===== config.mk =====
export PLATFORM = sky130hd
export DESIGN_NAME = fetch_stage_ctrl_flat
export DESIGN_NICKNAME = d
export VERILOG_FILES = /design/src/rtl/fetch_stage_ctrl_if.sv /design/src/rtl/fetch_stage_ctrl.sv /design/src/flat_wrapper.sv
export SDC_FILE = /design/constraint.sdc
export NUM_CORES = 1
export LEC_CHECK = 0
export BUFFER_PORTS_ARGS = -buffer_cell sky130_fd_sc_hd__clkbuf_2
export CAP_MARGIN = 20
export CORE_MARGIN = 2
export CORE_UTILIZATION = 55
export DETAILED_ROUTE_END_ITERATION = 8
export GPL_TIMING_DRIVEN = 0
export PLACE_DENSITY = 0.82
export SETUP_SLACK_MARGIN = 0.4
export SLEW_MARGIN = 20
export SYNTH_ARGS = -nofsm -noshare
export SYNTH_HDL_FRONTEND = slang
export SYNTH_SLANG_ARGS = --single-unit

===== constraint.sdc =====
create_clock -name clk -period 5.89 [get_ports clk]
set_input_delay 0.589 -clock clk [delete_from_list [all_inputs] [get_ports clk]]
set_output_delay 0.589 -clock clk [all_outputs]
set_load 0.03 [all_outputs]

===== src/rtl/fetch_stage_ctrl_if.sv =====
// Instruction-memory fetch bus: request/address out, valid/data back.
interface fetch_stage_ctrl_if;
  logic        req;
  logic [15:0] addr;
  logic        valid;
  logic [15:0] data;

  modport master (output req, addr, input valid, data);
  modport slave  (input req, addr, output valid, data);
endinterface


===== src/rtl/fetch_stage_ctrl.sv =====
// Fetch stage: owns the PC and IF/ID register, handles stall, branch squash and HLT.
module fetch_stage_ctrl #(
  parameter logic [15:0] RESET_PC = 16'h0000,
  parameter logic [15:0] NOP_INST = 16'h0000,
  parameter logic [3:0]  HLT_OP   = 4'b1111
) (
  input  logic                       clk,
  input  logic                       rst_n,
  input  logic                       stall,
  input  logic                       if_flush,
  input  logic [15:0]                br_target,
  fetch_stage_ctrl_if.master         imem,
  output logic [15:0]                if_id_inst,
  output logic [15:0]                if_id_pc_plus2,
  output logic                       if_id_valid,
  output logic [15:0]                pc_out,
  output logic                       halted
);

  typedef enum logic [1:0] {FETCH, DRAIN, HOLD, HALT} state_t;

  state_t      state;
  logic [15:0] pcReg;
  logic [15:0] bufInst;
  logic [15:0] redirPc;
  logic [15:0] pcPlus2;

  assign pcPlus2   = pcReg + 16'd2;
  assign imem.req  = (state == FETCH) || (state == DRAIN);
  assign imem.addr = pcReg;
  assign pc_out    = pcReg;
  assign halted    = (state == HALT);

  always_ff @(posedge clk or negedge rst_n) begin
    if (!rst_n) begin
      state          <= FETCH;
      pcReg          <= RESET_PC;
      bufInst        <= '0;
      redirPc        <= '0;
      if_id_inst     <= NOP_INST;
      if_id_pc_plus2 <= '0;
      if_id_valid    <= 1'b0;
    end else begin
      case (state)
        FETCH: begin
          if (if_flush) begin
            if_id_inst  <= NOP_INST;
            if_id_valid <= 1'b0;
            if (imem.valid) begin
              pcReg <= br_target;
            end else begin
              redirPc <= br_target;
              state   <= DRAIN;
            end
          end else if (stall) begin
            // Data arriving while ID is stalled is parked; the bus request drops until it is consumed.
            if (imem.valid) begin
              bufInst <= imem.data;
              state   <= HOLD;
            end
          end else if (imem.valid) begin
            if_id_inst     <= imem.data;
            if_id_pc_plus2 <= pcPlus2;
            if_id_valid    <= 1'b1;
            if (imem.data[15:12] == HLT_OP) state <= HALT;
            else                            pcReg <= pcPlus2;
          end else begin
            if_id_inst  <= NOP_INST;
            if_id_valid <= 1'b0;
          end
        end

        DRAIN: begin
          // Keep the squashed request's address on the bus until memory answers it.
          if_id_inst  <= NOP_INST;
          if_id_valid <= 1'b0;
          if (imem.valid) begin
            pcReg <= if_flush ? br_target : redirPc;
            state <= FETCH;
          end else if (if_flush) begin
            redirPc <= br_target;
          end
        end

        HOLD: begin
          if (if_flush) begin
            if_id_inst  <= NOP_INST;
            if_id_valid <= 1'b0;
            pcReg       <= br_target;
            state       <= FETCH;
          end else if (!stall) begin
            if_id_inst     <= bufInst;
            if_id_pc_plus2 <= pcPlus2;
            if_id_valid    <= 1'b1;
            if (bufInst[15:12] == HLT_OP) begin
              state <= HALT;
            end else begin
              pcReg <= pcPlus2;
              state <= FETCH;
            end
          end
        end

        HALT: begin
          if (if_flush) begin
            if_id_inst  <= NOP_INST;
            if_id_valid <= 1'b0;
            pcReg       <= br_target;
            state       <= FETCH;
          end else if (!stall) begin
            if_id_inst  <= NOP_INST;
            if_id_valid <= 1'b0;
          end
        end

        default: state <= FETCH;
      endcase
    end
  end

endmodule

===== src/flat_wrapper.sv =====
// flat-port wrapper written by rule: the top's interface ports become plain ports
module fetch_stage_ctrl_flat 
#(
  parameter logic [15:0] RESET_PC = 16'h0000,
  parameter logic [15:0] NOP_INST = 16'h0000,
  parameter logic [3:0]  HLT_OP   = 4'b1111
)
  (clk, rst_n, stall, if_flush, br_target, if_id_inst, if_id_pc_plus2, if_id_valid, pc_out, halted, imem_req, imem_addr, imem_valid, imem_data);
  fetch_stage_ctrl_if imem_i ();
  input  logic clk;
  input  logic rst_n;
  input  logic stall;
  input  logic if_flush;
  input  logic [15:0] br_target;
  output logic [15:0] if_id_inst;
  output logic [15:0] if_id_pc_plus2;
  output logic if_id_valid;
  output logic [15:0] pc_out;
  output logic halted;
  output wire logic [$bits(imem_i.req)-1:0] imem_req;
  output wire logic [$bits(imem_i.addr)-1:0] imem_addr;
  input wire logic [$bits(imem_i.valid)-1:0] imem_valid;
  input wire logic [$bits(imem_i.data)-1:0] imem_data;
  assign imem_req = imem_i.req;
  assign imem_addr = imem_i.addr;
  assign imem_i.valid = imem_valid;
  assign imem_i.data = imem_data;
  fetch_stage_ctrl #(.RESET_PC(RESET_PC), .NOP_INST(NOP_INST), .HLT_OP(HLT_OP)) u_core (.clk(clk), .rst_n(rst_n), .stall(stall), .if_flush(if_flush), .br_target(br_target), .imem(imem_i), .if_id_inst(if_id_inst), .if_id_pc_plus2(if_id_pc_plus2), .if_id_valid(if_id_valid), .pc_out(pc_out), .halted(halted));
endmodule

* Yosys cells after proc, flatten, opt, wreduce, memory -nomap -nowiden
Cells that the tools add are included.
** Word-level totals
- Register bits after elaboration :: 83
- Bits in latches :: 0
- Memory bits (writable) :: 0
- Bits in read-only memories :: 0
- Bits of input ports :: 37
- Output and inout port bits :: 67
- Word-level logic and storage cells :: 92
- Memories kept :: 0
** Cells by class
- Add/sub/neg operators :: 1
- Multiply operators :: 0
- Div/mod/pow operators :: 0
- Magnitude comparators :: 0
- Eq/ne operators :: 23
- Shift-type cells :: 0
- Multiplexer cells :: 50
- Bitwise gates (word level) :: 1
- Reduce and logical (&&, ||, !) cells :: 10
** Operators with widths (number)
- two-way mux 16 bit :: 26
- one-hot mux 16 bit (4 select lines) :: 2
- one-hot mux 16 bit (2 select lines) :: 2
- two-way mux 2 bit :: 11
- != test 3 bit (second input constant) :: 7
- != test 2 bit (second input constant) :: 10
- adder 16 x 2 -> 16 bit (second input constant) :: 1
- AND reduction 6 bit :: 2
- == test 4 bit (second input constant) :: 2
- one-hot mux 2 bit (4 select lines) :: 1
- AND reduction 4 bit :: 2
- two-way mux 1 bit :: 7
- AND reduction 7 bit :: 1
- == test 2 bit (second input constant) :: 2
- != test 4 bit (second input constant) :: 1
- one-hot mux 1 bit (4 select lines) :: 1
- nonzero test 2 bit :: 2
- AND reduction 3 bit :: 1
- == test 2 x 1 -> 1 bit (second input constant) :: 1
- logical NOT 2 bit :: 1
- logical OR 1 bit :: 1
- inverter 1 bit :: 1

* Longest topological paths before layout
- Depth in word-level cells :: 6
- Mapped depth :: 8

* Least setup slack after synthesis
OpenSTA, ideal clock, no wires.
- Path kind :: register to register
- Start point :: register u_core.pcReg[1], in the netlist u_core.imem.addr[1]
- End point :: register u_core.pcReg[15], in the netlist u_core.imem.addr[15]
- Data arrival time :: 1.994 ns
- Slack :: 3.775 ns
- Cell stages (with the launch flop) :: 7
- Clock period less this slack :: 2.115 ns
- Cell sequence :: dfrtp_1 -> ha_1 -> and4_4 -> nand4_4 -> or3_4 -> a21o_1 -> a22o_1
** Between the ends
- Longest elaborated chain between the ends :: 6
** Ends and longest elaborated chain
- start: declaration :: line fetch_stage_ctrl.sv:23 : logic [15:0] pcReg;
- start signal: assignment :: line fetch_stage_ctrl.sv:50 : pcReg <= br_target;
- start signal: assignment :: line fetch_stage_ctrl.sv:66 : else pcReg <= pcPlus2;
- start signal: assignment :: line fetch_stage_ctrl.sv:78 : pcReg <= if_flush ? br_target : redirPc;
- adder 16 x 2 -> 16 bit * :: line fetch_stage_ctrl.sv:28 : assign pcPlus2 = pcReg + 16'd2;
- two-way mux 16 bit :: line fetch_stage_ctrl.sv:65 : if (imem.data[15:12] == HLT_OP) state <= HALT;
- two-way mux 16 bit :: line fetch_stage_ctrl.sv:61 : end else if (imem.valid) begin
- two-way mux 16 bit :: line fetch_stage_ctrl.sv:55 : end else if (stall) begin
- two-way mux 16 bit :: line fetch_stage_ctrl.sv:46 : if (if_flush) begin
- one-hot mux 16 bit (4 select lines) * :: line fetch_stage_ctrl.sv:44 : case (state)
Every way passes the cells marked *; elsewhere a longest branch is shown, timed or not. The select of a mux whose other input is x is not followed.
A chain may end at the register's enable or synchronous reset.

* Worst setup path in the final report
Ends and elaborated chain as after synthesis.

==> results.json <==
{
  "ys_top_cells_by_count": "83 x dfrtp_1, 42 x mux2_2, 32 x o21ai_0",
  "final_area_sq_um": 5079,
  "layout-drive-gt1-share_pct": 38.77,
  "nets": 554,
  "ctsResizeCount": 0,
  "syn_area_per_cell_sq_um": 10.48,
  "rsz0062_at_grt": "no",
  "r2r-end": "u_core.imem.addr[15]",
  "period_share_pct": 36.62,
  "crit_chain": "ha_1 > and4_4 > nand4_4 > or3_4 > a21o_1 > a22o_1",
  "final-hold-violation-count": 0,
  "fin_setup_tns_ps": 0,
  "r2r_cells": 6,
  "grt_pass1_vias": 3605,
  "fmax_mhz": 463.6,
  "skew_ps": 6.583,
  "grt_usage_pct": 26.13,
  "cts_max_level": 3,
  "slew_viol_final": 0,
  "routed_via_density": 5.771,
  "grt_pass1_wl_mm": 17.55,
  "firstDrtPassIters": 5,
  "critical_path_buf_inv_count": 0,
  "cts.sinks": 83,
  "fp.dieW_um": 91.74,
  "yosysMostFrequentCell": "dfrtp_1",
  "yosys.area.top_type": "dfrtp_1",
  "fin_crit_ps": 2157,
  "arrival_ps": 2390,
  "synth_ff_type": "dfrtp_1",
  "startpoint_type": "flop",
  "crit_family": "simple AND/OR/NAND/NOR gates",
  "final_core_util_pct": 68.91,
  "leakage_uw": 0.002317,
  "drc": 0,
  "synth_warnings": 0,
  "synth_top_area_share_pct": 49.05,
  "floorplan.initialDensity_pct": 57.45,
  "row_count": 31,
  "hpwl_mm": 7.462,
  "synth_cells": 404,
  "worst_slack_ps": 3733,
  "r2r_slack_ps": 3730,
  "crit_type": "reg2reg",
  "r2r_start": "u_core.imem.addr[1]",
  "detail-route-antenna-nets": 0,
  "hp-class": "in2async",
  "syn_area_sq_um": 4234,
  "placed_area_sq_um": 4872,
  "clockBufferDepth": 2,
  "numCtsBuffers": 9,
  "power.density_nw_per_um2": 559.3,
  "synth_fp_nets": 442,
  "wl_per_cell_um": 16.68,
  "post-cts-setup-buffers": 0,
  "core_area_sq_um": 7370,
  "synth.area.top_cells": "dfrtp_1 49%, mux2_2 11%, o21ai_0 3.8%",
  "grt_max_degree": 84,
  "max_stage_delay_ps": 520,
  "tightest_slew_ps": 950.8,
  "total_power_uw": 2840,
  "die-area_sq_um": 8416,
  "antenna_found_initial": 0,
  "clk_pin_slew_ps": 80,
  "gr-total-overflow": 0,
  "async_flop_share_pct": 100.0,
  "dr_total_vias": 3578,
  "cts_hold_buf": 0,
  "peakVddDrop_v": 0.0004425,
  "diodes": 0,
  "crit_slowest_cell": "dfrtp_1",
  "area_growth_pct": 19.95,
  "relSlewSlack_pct": 36.12,
  "ys_seq_area_share_pct": 49.05,
  "routabilityCongestion": 0.8531,
  "dr.first_iter.drc_count": 250,
  "cts_root_buffer": "clkbuf_8",
  "synth_edf_count": 0,
  "post-place-ws_ps": 3577,
  "io_buffer_count": 101,
  "required_ps": 6120,
  "setup_violations": 0,
  "synth-seq-cells": 83,
  "die_h_um": 91.74,
  "crit_path_max_fanout": 8,
  "cts_tree": "yes",
  "run_status": "finished, final reports clean",
  "max_cap_violations": 0,
  "ys_types": 51,
  "num_io_pins": 104,
  "finalWirelength_mm": 10.34,
  "clk_latency_ps": 340,
  "endpoint_kind": "flop"
}
## state kept, by name, summed over array words and instances, names as in the netlist
register / flops
u_core.bufInst: 16
u_core.if_id_inst: 16
u_core.if_id_pc_plus2: 16
u_core.imem.addr: 16
u_core.redirPc: 16
u_core.state: 2
u_core.if_id_valid: 1
## metal layers
metal / global-route usage (%) / up-vias / wire length (um)
met5: 0 / - / 0
met4: 10.32 / 0 / 221
met3: 4.848 / 20 / 636
met2: 42.46 / 136 / 5024
met1: 34.88 / 1749 / 4460
li1: - / 1673 / -
## report_power, final
group	switching [uW]	internal (uW)
Clock	193	232
Sequential	208	804
Combinational	866	536
Total	1270	1570
## kinds of logic after synthesis
logic type	Yosys count	synth area share, %
muxes	45	11.88
DFF	83	49.05
xor gates and xnor gates	13	2.689
adders and majority gates	1	0.2955
buffers and inverters	48	6.678
AOI/OAI and AO/OA	123	18.41
and+or+nand+nor	91	10.99
## placed cells by master (no fill, tap or decap), drive strengths merged, types with 2 or more instances in the layout
master   count
and4         2
nand3        4
o22a         5
a21o         2
o21ai       32
a22oi       18
nor2        30
a31o         2
dfrtp       83
a21oi       31
clkbuf     128
a221oi       2
nand2b       2
o31a         2
mux2        42
or3          3
nand2       32
a2bb2oi      2
mux2i        3
xnor2        8
nand4        6
o2bb2ai      3
o22ai       13
a22o         6
buf         30
and3         2
nor3         5
xor2         5
inv          6
## worst max-delay path by stage
stage	start	end	slack (ps)	depth (start not counted)
6_report	u_core.imem.addr[1]	u_core.imem.addr[15]	3730	6
5_1_grt	u_core.imem.addr[1]	u_core.imem.addr[15]	3630	6
4_1_cts	u_core.imem.addr[1]	u_core.imem.addr[15]	3730	6
3_5_place_dp	if_flush	u_core.if_id_pc_plus2[7]	3580	6
3_3_place_gp	rst_n	u_core.if_id_pc_plus2[12]	3350	1
2_1_floorplan	u_core.imem.addr[1]	u_core.imem.addr[15]	3780	6
## stage by stage
| stage | cells | hold WS (ps) |
|---|---|---|
| finish | 620 | 285.2 |
| floorplan | 404 | 293.4 |
| global placement | 604 | 462.2 |
| global route | 620 | 321.2 |
| CTS | 620 | 304.9 |
| detailed placement | 604 | 471.8 |
## area by class of cell
cell class | instances | area, sq um
Clock inverter | 1 | 30.03
Fill cell | 603 | 2291
Inverter | 6 | 22.52
Sequential cell | 83 | 2077
Clock buffer | 15 | 176.4
Timing Repair Buffer | 101 | 514.2
Buffer | 42 | 260.3
Multi-Input combinational cell | 273 | 1874
Tap cell | 99 | 123.9
Note: power is estimated with default switching activity, not from simulation.
